## config.mk

```make
export PLATFORM = sky130hd
export DESIGN_NAME = sqrt_fifo_core
export DESIGN_NICKNAME = d
export VERILOG_FILES = /design/src/rtl/sqrt_fifo_core.sv
export SDC_FILE = /design/constraint.sdc
export NUM_CORES = 1
export LEC_CHECK = 0
export ABC_AREA = 0
export CORE_MARGIN = 1.5
export CORE_UTILIZATION = 35
export CTS_CLUSTER_DIAMETER = 120
export DETAILED_ROUTE_END_ITERATION = 8
export GPL_ROUTABILITY_DRIVEN = 0
export PLACE_DENSITY = 0.56
export SYNTH_ARGS = -nofsm -noshare
export SYNTH_HDL_FRONTEND = slang
export SYNTH_SLANG_ARGS = --single-unit
```

## constraint.sdc

```tcl
create_clock -name clk -period 2.9 [get_ports clk]
set_input_delay 0.58 -clock clk [delete_from_list [all_inputs] [get_ports clk]]
set_output_delay 0.58 -clock clk [all_outputs]
set_load 0.01 [all_outputs]
```

## src/rtl/sqrt_fifo_core.sv

```systemverilog
`default_nettype none
// ============================================================================
// Module   : sqrt_fifo_core
// Purpose  : Integer square-root engine between two synchronous FIFOs. Pops
//            a radicand, computes floor(sqrt(x)) one root bit per cycle with
//            a bit-pair restoring algorithm, and pushes the root downstream.
// Revision : 1.0 - initial release
// ============================================================================
module sqrt_fifo_core #(
    parameter int WIDTH = 16
) (
    input  logic                 clk,
    input  logic                 rst,
    input  logic                 in_empty,
    output logic                 in_pop,
    input  logic [WIDTH-1:0]     in_data,
    input  logic                 out_full,
    output logic                 out_push,
    output logic [WIDTH/2-1:0]   out_data,
    output logic                 busy
);

    localparam int RW  = WIDTH / 2;
    localparam int RRW = RW + 2;
    localparam int CW  = (RW > 1) ? $clog2(RW) : 1;

    typedef enum logic [1:0] {
        IDLE = 2'd0,
        LOAD = 2'd1,
        CALC = 2'd2,
        PUSH = 2'd3
    } state_t;

    state_t           r_state;
    state_t           w_state_next;
    logic [WIDTH-1:0] r_x;
    logic [RW-1:0]    r_q;
    logic [RRW-1:0]   r_r;
    logic [CW-1:0]    r_count;
    logic [RW-1:0]    r_out_data;

    logic             w_pop;
    logic             w_push;
    logic [RRW-1:0]   w_r_shift;
    logic [RRW-1:0]   w_trial;
    logic             w_ge;
    logic [RRW-1:0]   w_r_next;
    logic [RW-1:0]    w_q_next;

    // One restoring iteration: bring down the next bit pair and try to
    // subtract (4q + 1). The remainder never exceeds 2q, so RW+2 bits hold
    // the shifted value without loss.
    assign w_r_shift = (r_r << 2) | RRW'(r_x[WIDTH-1 -: 2]);
    assign w_trial   = {r_q, 2'b01};
    assign w_ge      = (w_r_shift >= w_trial);
    assign w_r_next  = w_ge ? (w_r_shift - w_trial) : w_r_shift;
    assign w_q_next  = {r_q[RW-2:0], w_ge};

    // Strobes are forced low while reset is held, since the IDLE pop
    // condition would otherwise follow in_empty during reset.
    assign in_pop   = w_pop & ~rst;
    assign out_push = w_push & ~rst;
    assign out_data = r_out_data;
    assign busy     = (r_state != IDLE);

    // State register.
    always_ff @(posedge clk or posedge rst) begin
        if (rst) begin
            r_state <= IDLE;
        end else begin
            r_state <= w_state_next;
        end
    end

    // Next-state and FIFO handshake strobes.
    always_comb begin
        w_state_next = r_state;
        w_pop        = 1'b0;
        w_push       = 1'b0;
        case (r_state)
            IDLE: begin
                if (!in_empty) begin
                    w_pop        = 1'b1;
                    w_state_next = LOAD;
                end
            end
            LOAD: w_state_next = CALC;
            CALC: begin
                if (r_count == '0) begin
                    w_state_next = PUSH;
                end
            end
            PUSH: begin
                if (!out_full) begin
                    w_push       = 1'b1;
                    w_state_next = IDLE;
                end
            end
            default: w_state_next = IDLE;
        endcase
    end

    // Datapath: capture radicand, iterate, and latch the finished root.
    always_ff @(posedge clk or posedge rst) begin
        if (rst) begin
            r_x        <= '0;
            r_q        <= '0;
            r_r        <= '0;
            r_count    <= '0;
            r_out_data <= '0;
        end else begin
            case (r_state)
                LOAD: begin
                    r_x     <= in_data;
                    r_q     <= '0;
                    r_r     <= '0;
                    r_count <= CW'(RW - 1);
                end
                CALC: begin
                    r_x <= {r_x[WIDTH-3:0], 2'b00};
                    r_q <= w_q_next;
                    r_r <= w_r_next;
                    if (r_count == '0) begin
                        r_out_data <= w_q_next;
                    end else begin
                        r_count <= r_count - 1'b1;
                    end
                end
                default: ;
            endcase
        end
    end

endmodule
`default_nettype wire

```

==> results of run 1 <==
==> through the flow <==
step	cells	hold slack, ps	utilization	setup slack, ps
after floorplan	269	441	-	908
after global placement	388	461	0.426	524
after detailed placement	388	469	0.426	525
after CTS	396	480	0.443	506
after global routing	396	497	0.443	462
final	396	478	0.443	503
==> path summary, 6_finish.rpt <==
path / startpoint / to / depth (start not counted)
max: rst / out_push / 3
max in group asynchronous: rst / r_q[0] / 3
min reg2reg: r_count[0] / r_count[0] / 1
min in group asynchronous: rst / r_state[1] / 2
max reg2reg: r_q[4] / r_r[2] / 7
min: r_count[0] / r_count[0] / 1
==> state kept, by name (all words and copies together) (netlist names) <==
name	cells
out_data	8
r_count	3
r_q	8
r_r	8
r_state	2
r_x	16
==> where the power goes <==
part | internal (uW) | switching (uW) | total [uW]
combinational | 572 | 877 | 1450
sequential | 802 | 104 | 907
clock | 258 | 223 | 481
==> layer usage <==
layer	track usage	vias to the layer above	wire [um]
met4	0.0346	0	27
li1	-	1003	-
met3	0.0320	4	145
met2	0.236	23	2530
met1	0.198	926	2610
met5	0	-	0
==> cell families (layout without fill, tap and decap cells) <==
kind of cell / after synthesis / in the layout / synth area share
buf+inv: 36 / 67 / 0.0575
mux: 15 / 15 / 0.0595
compound gates: 77 / 77 / 0.202
fa+ha+maj: 16 / 16 / 0.0794
simple gates: 78 / 78 / 0.148
xor+xnor: 2 / 2 / 0.00695
flops: 45 / 45 / 0.446
==> placed cells by master (no fill, tap or decap), drive strengths merged, types with 2 or more instances in the layout <==
cell type and count:
o221ai 2, and2 4, o21ai 24, mux2i 15
a311o 2, xnor2 2, nand3 10, nand2 20
o311ai 3, clkdlybuf4s50 30, a2111o 2, inv 23
buf 6, o21a 2, a21oi 26, clkbuf 5
dfrtp 45, a22o 2, nor2b 6, ha 16
nand2b 4, o311a 2, o211ai 3, nor2 26
==> final cells by class <==
type / count / area, sq um
Tap cell: 96 / 120
Inverter: 23 / 86.3
Clock inverter: 3 / 46.3
Sequential cell: 45 / 1130
Multi-Input combinational cell: 188 / 1250
Timing Repair Buffer: 36 / 345
Clock buffer: 5 / 68.8
Fill cell: 665 / 3820
==> worst max-delay path: stages <==
cell and delay (ps):
clkdlybuf4s50_1 450, nor3b_1 220, clkdlybuf4s50_1 570
==> flow_summary.toml, run 1 <==
[synthesis]
ys_types = 46
ys_warn_count = 0
ys_ff_latch = 45
synth_top_area_share = 0.446
synth_common_cells = "dfrtp_1 (45), nor2_1 (26), a21oi_1 (25)"
synth.avg_cell_area_sq_um = 9.38
synthCells = 269
synth_nets = 305
synthMostInstantiatedCell = "dfrtp_1"
yosysSeqAreaShare = 0.446
async_reset_ff_frac = 1.00
synth_edf_count = 0
netlist.top_cell.by_area = "dfrtp_1"
yosys_most_used_dff = "dfrtp_1"
synth_area_leaders = "dfrtp_1 (45%), ha_1 (7.9%), mux2i_1 (6.0%)"
syn_area_sq_um = 2520

[routing]
drt_first_pass_iters = 4
drcViolationCount = 0
antenna_left = 0
routedWlPerCell_um = 13.4
viasPerCell = 4.94
drt-initial-drc-count = 85
totalWireLength_um = 5310
vias = 1956

[finish]
syn_to_final_growth_pct = 20.7
final_cell_area_sq_um = 3040
drive_above_1_share = 0.0733
n_antenna_cell = 0
nNetsFinal = 335

[global_route]
grt_util_all_layers = 0.145
grt_max_degree = 40
grt_pass1_vias = 1900
grt_pass1_wl_um = 8850
grt_remaining_overflow = 0
antenna_found_initial = 0

[place]
postPlaceCellArea_sq_um = 2930
portBuffers = 30
dp_hpwl_um = 3940

[power]
p_leak_uw = 0.00132
p_per_area_nw_per_um2 = 932
worst_ir_drop_vdd_mv = 1.08
finalPower_uw = 2840

[die]
die-area_sq_um = 7730
die_height_um = 87.9
row_count = 30
start_util = 0.367
num_io_pins = 31
core_sq_um = 6870
die_x_um = 87.9

[timing]
tightest_slew_ps = 495
rsz0062_at_grt = "no"
hold_viol_final = 0
slew_violations = 0
slew_headroom = 0.669
tns_ps = 0
finClkSkew_ps = 6.05
setup_viol = 0
period_needed_ps = 2400
fmax_mhz = 417
fin_crit_sh = 0.827

[critical_path]
cp.arrival_ps = 1820
critical_path.max_fanout = 3
crit_type = "input pin to primary output"
cp-start-kind = "input pin"
crit_path_end_kind = "primary output"
ff2ff_setup_slack_ps = 710
cp.required_ps = 2320

[clock_network]
cts_hold_buf = 0
htree_levels = 2
insertion_delay_ps = 300
cts.sinks = 45
root_buffer = "clkbuf_8"
cts_max_path_buffers = 2
cts.clk_slew.worst_paths_ps = 80
cts_tree = "yes"
cts_resized = 0
post_cts_buffers = 0
cts_made_buffers = 5

[flow_run]
drv_cap = 0

[hold_path]
hold_class = "flip-flop to flip-flop"

[status]
status = "finished clean"
No activity file was read; power rests on OpenSTA's default activity.
==> run 2, diff against run 1 <==
Clock period 2.9 ns to 2.4 ns, I/O delays scaled along.
==> run 2 against run 1 <==
Against the previous run:
- register-to-register slack worse by 490 ps
- via count is 1.3% lower
- clock power is 44% higher
- sequential cell count stayed put
- sequential power is 20% higher
- utilization is 0.22 points higher
- clock skew is 5.2 ps higher
- critical endpoint is now in_pop
- clock-buffer cell count stayed put
- worst hold slack worse by 8.1 ps
- non-clock buffer count is 1 lower
- final cell count is 0.25% lower
==> flow_summary.toml, run 2 (synthesized netlist as in run 1, its figures left out) <==
[place]
portBuffers = 30
postPlaceCellArea_sq_um = 2920
placedCellCount = 387
dp_hpwl_um = 3830

[power]
p_per_area_nw_per_um2 = 1160
p_int_uw = 2080
switching_share = 0.414
clkPwrFrac = 0.196
combPwrFrac = 0.495
worst_ir_drop_vdd_mv = 0.859
p_leak_uw = 0.00133
p_sw_uw = 1470
power_frac_seq = 0.309

[routing]
drt-initial-drc-count = 78
wl_met1_um = 2570
routedWlPerCell_um = 13.2
routed.top_layer = "met4"
met2_length_um = 2420
vias = 1930
drt_first_pass_iters = 4
drcViolationCount = 0
viasPerCell = 4.89
antenna_left = 0
wl_met3_um = 146
totalWireLength_um = 5200

[clock_network]
cts.clk_slew.worst_paths_ps = 80
cts_made_buffers = 5
root_buffer = "clkbuf_8"
cts_tree = "yes"
cts_resized = 0
htree_levels = 2
cts_hold_buf = 0
cts_max_path_buffers = 2
insertion_delay_ps = 310
cts.sinks = 45
post_cts_buffers = 0

[flow_run]
drv_cap = 0

[timing]
setup_viol = 0
hold_viol_final = 0
rsz0062_at_grt = "no"
tns_ps = 0
slew_headroom = 0.618
period_needed_ps = 2240
tightest_slew_ps = 573
finClkSkew_ps = 11.2
fin_crit_sh = 0.934
fmax_mhz = 446
slew_violations = 0

[finish]
top_register = "r_x"
nNetsFinal = 334
mostFrequentLayoutCells = "dfrtp_1 (45), clkdlybuf4s50_1 (30), nor2_1 (26), a21oi_1 (25)"
n_antenna_cell = 0
final_cell_area_sq_um = 3060
drive_above_1_share = 0.0702
syn_to_final_growth_pct = 21.3
mostFrequentLayoutCell = "dfrtp_1"
largest_register_ffs = 16
layoutNonFillerInstCount = 395
fin_util = 0.445

[die]
row_count = 30
die_height_um = 87.9
die_x_um = 87.9
die-area_sq_um = 7730
core_sq_um = 6870
num_io_pins = 31
start_util = 0.367

[global_route]
grt_max_degree = 46
grt_util_all_layers = 0.150
grt_pass1_vias = 1986
grt_pass1_wl_um = 9030
antenna_found_initial = 0
grt_remaining_overflow = 0

[critical_path]
crit_path_end_kind = "primary output"
crit_type = "flip-flop to primary output"
ff2ff_setup_slack_ps = 220
critical_path.max_fanout = 3
cp-start-kind = "flip-flop"
cp_common_cell = "inv_1"
slowest_stage = "clkdlybuf4s50_1"
cp.required_ps = 1920
slowest_delay_ps = 570
crit_family = "buffers and inverters"
cp.buffers_inverters = 3
cp.arrival_ps = 1760
crit_chain = "inv_1 -> ha_1 -> inv_1 -> nor3_1 -> clkdlybuf4s50_1"

[hold_path]
hold_class = "flip-flop to flip-flop"

[status]
status = "finished clean"
## run 2: changes by cell type in the layout (fill, tap and decap cells not counted)
| cell | delta |
|---|---|
| clkinv_4 | -1 |
| clkinvlp_4 | -1 |
| bufinv_16 | +1 |
| inv_6 | +1 |
| buf_4 | -1 |
## run 2: stage by stage
stage                     hold WS [ps]  power (uW)  worst slack (ps)
final                              470        3540               158
after global routing               513        3840              30.5
after CTS                          477        3580               122
after detailed placement           459        2870               195
after global placement             459        2850               228
after floorplan                    441        2440               408
## run 2: worst paths after layout
path | startpoint | end | depth (start not counted)
max | r_state[0] | in_pop | 5
min | r_count[0] | r_count[0] | 1
max reg2reg | r_q[4] | r_r[2] | 7
min reg2reg | r_count[0] | r_count[0] | 1
max in group asynchronous | rst | out_data[0] | 3
min in group asynchronous | rst | r_r[7] | 3
## run 2: metal layers
layer / vias to the layer above / track usage
li1: 1003 / -
met1: 889 / 0.195
met2: 30 / 0.245
met3: 8 / 0.0349
met4: 0 / 0.0534
met5: - / 0
## run 2: cell type report
cell class | count | area [sq um]
repair buffers | 35 | 338
clock inverters | 3 | 68.8
well taps | 96 | 120
inverters | 23 | 86.3
clock buffers | 5 | 68.8
multi-input cells | 188 | 1250
flip-flops and latches | 45 | 1130
fillers | 679 | 3810
## run 2: power groups by stage
stage	Sequential [uW]	Combinational (uW)	Clock [uW]
2_1_floorplan	1070	1370	0
3_3_place_gp	1110	1740	0
3_5_place_dp	1110	1760	0
4_1_cts	1100	1770	715
5_1_grt	1120	1980	740
6_report	1090	1760	695
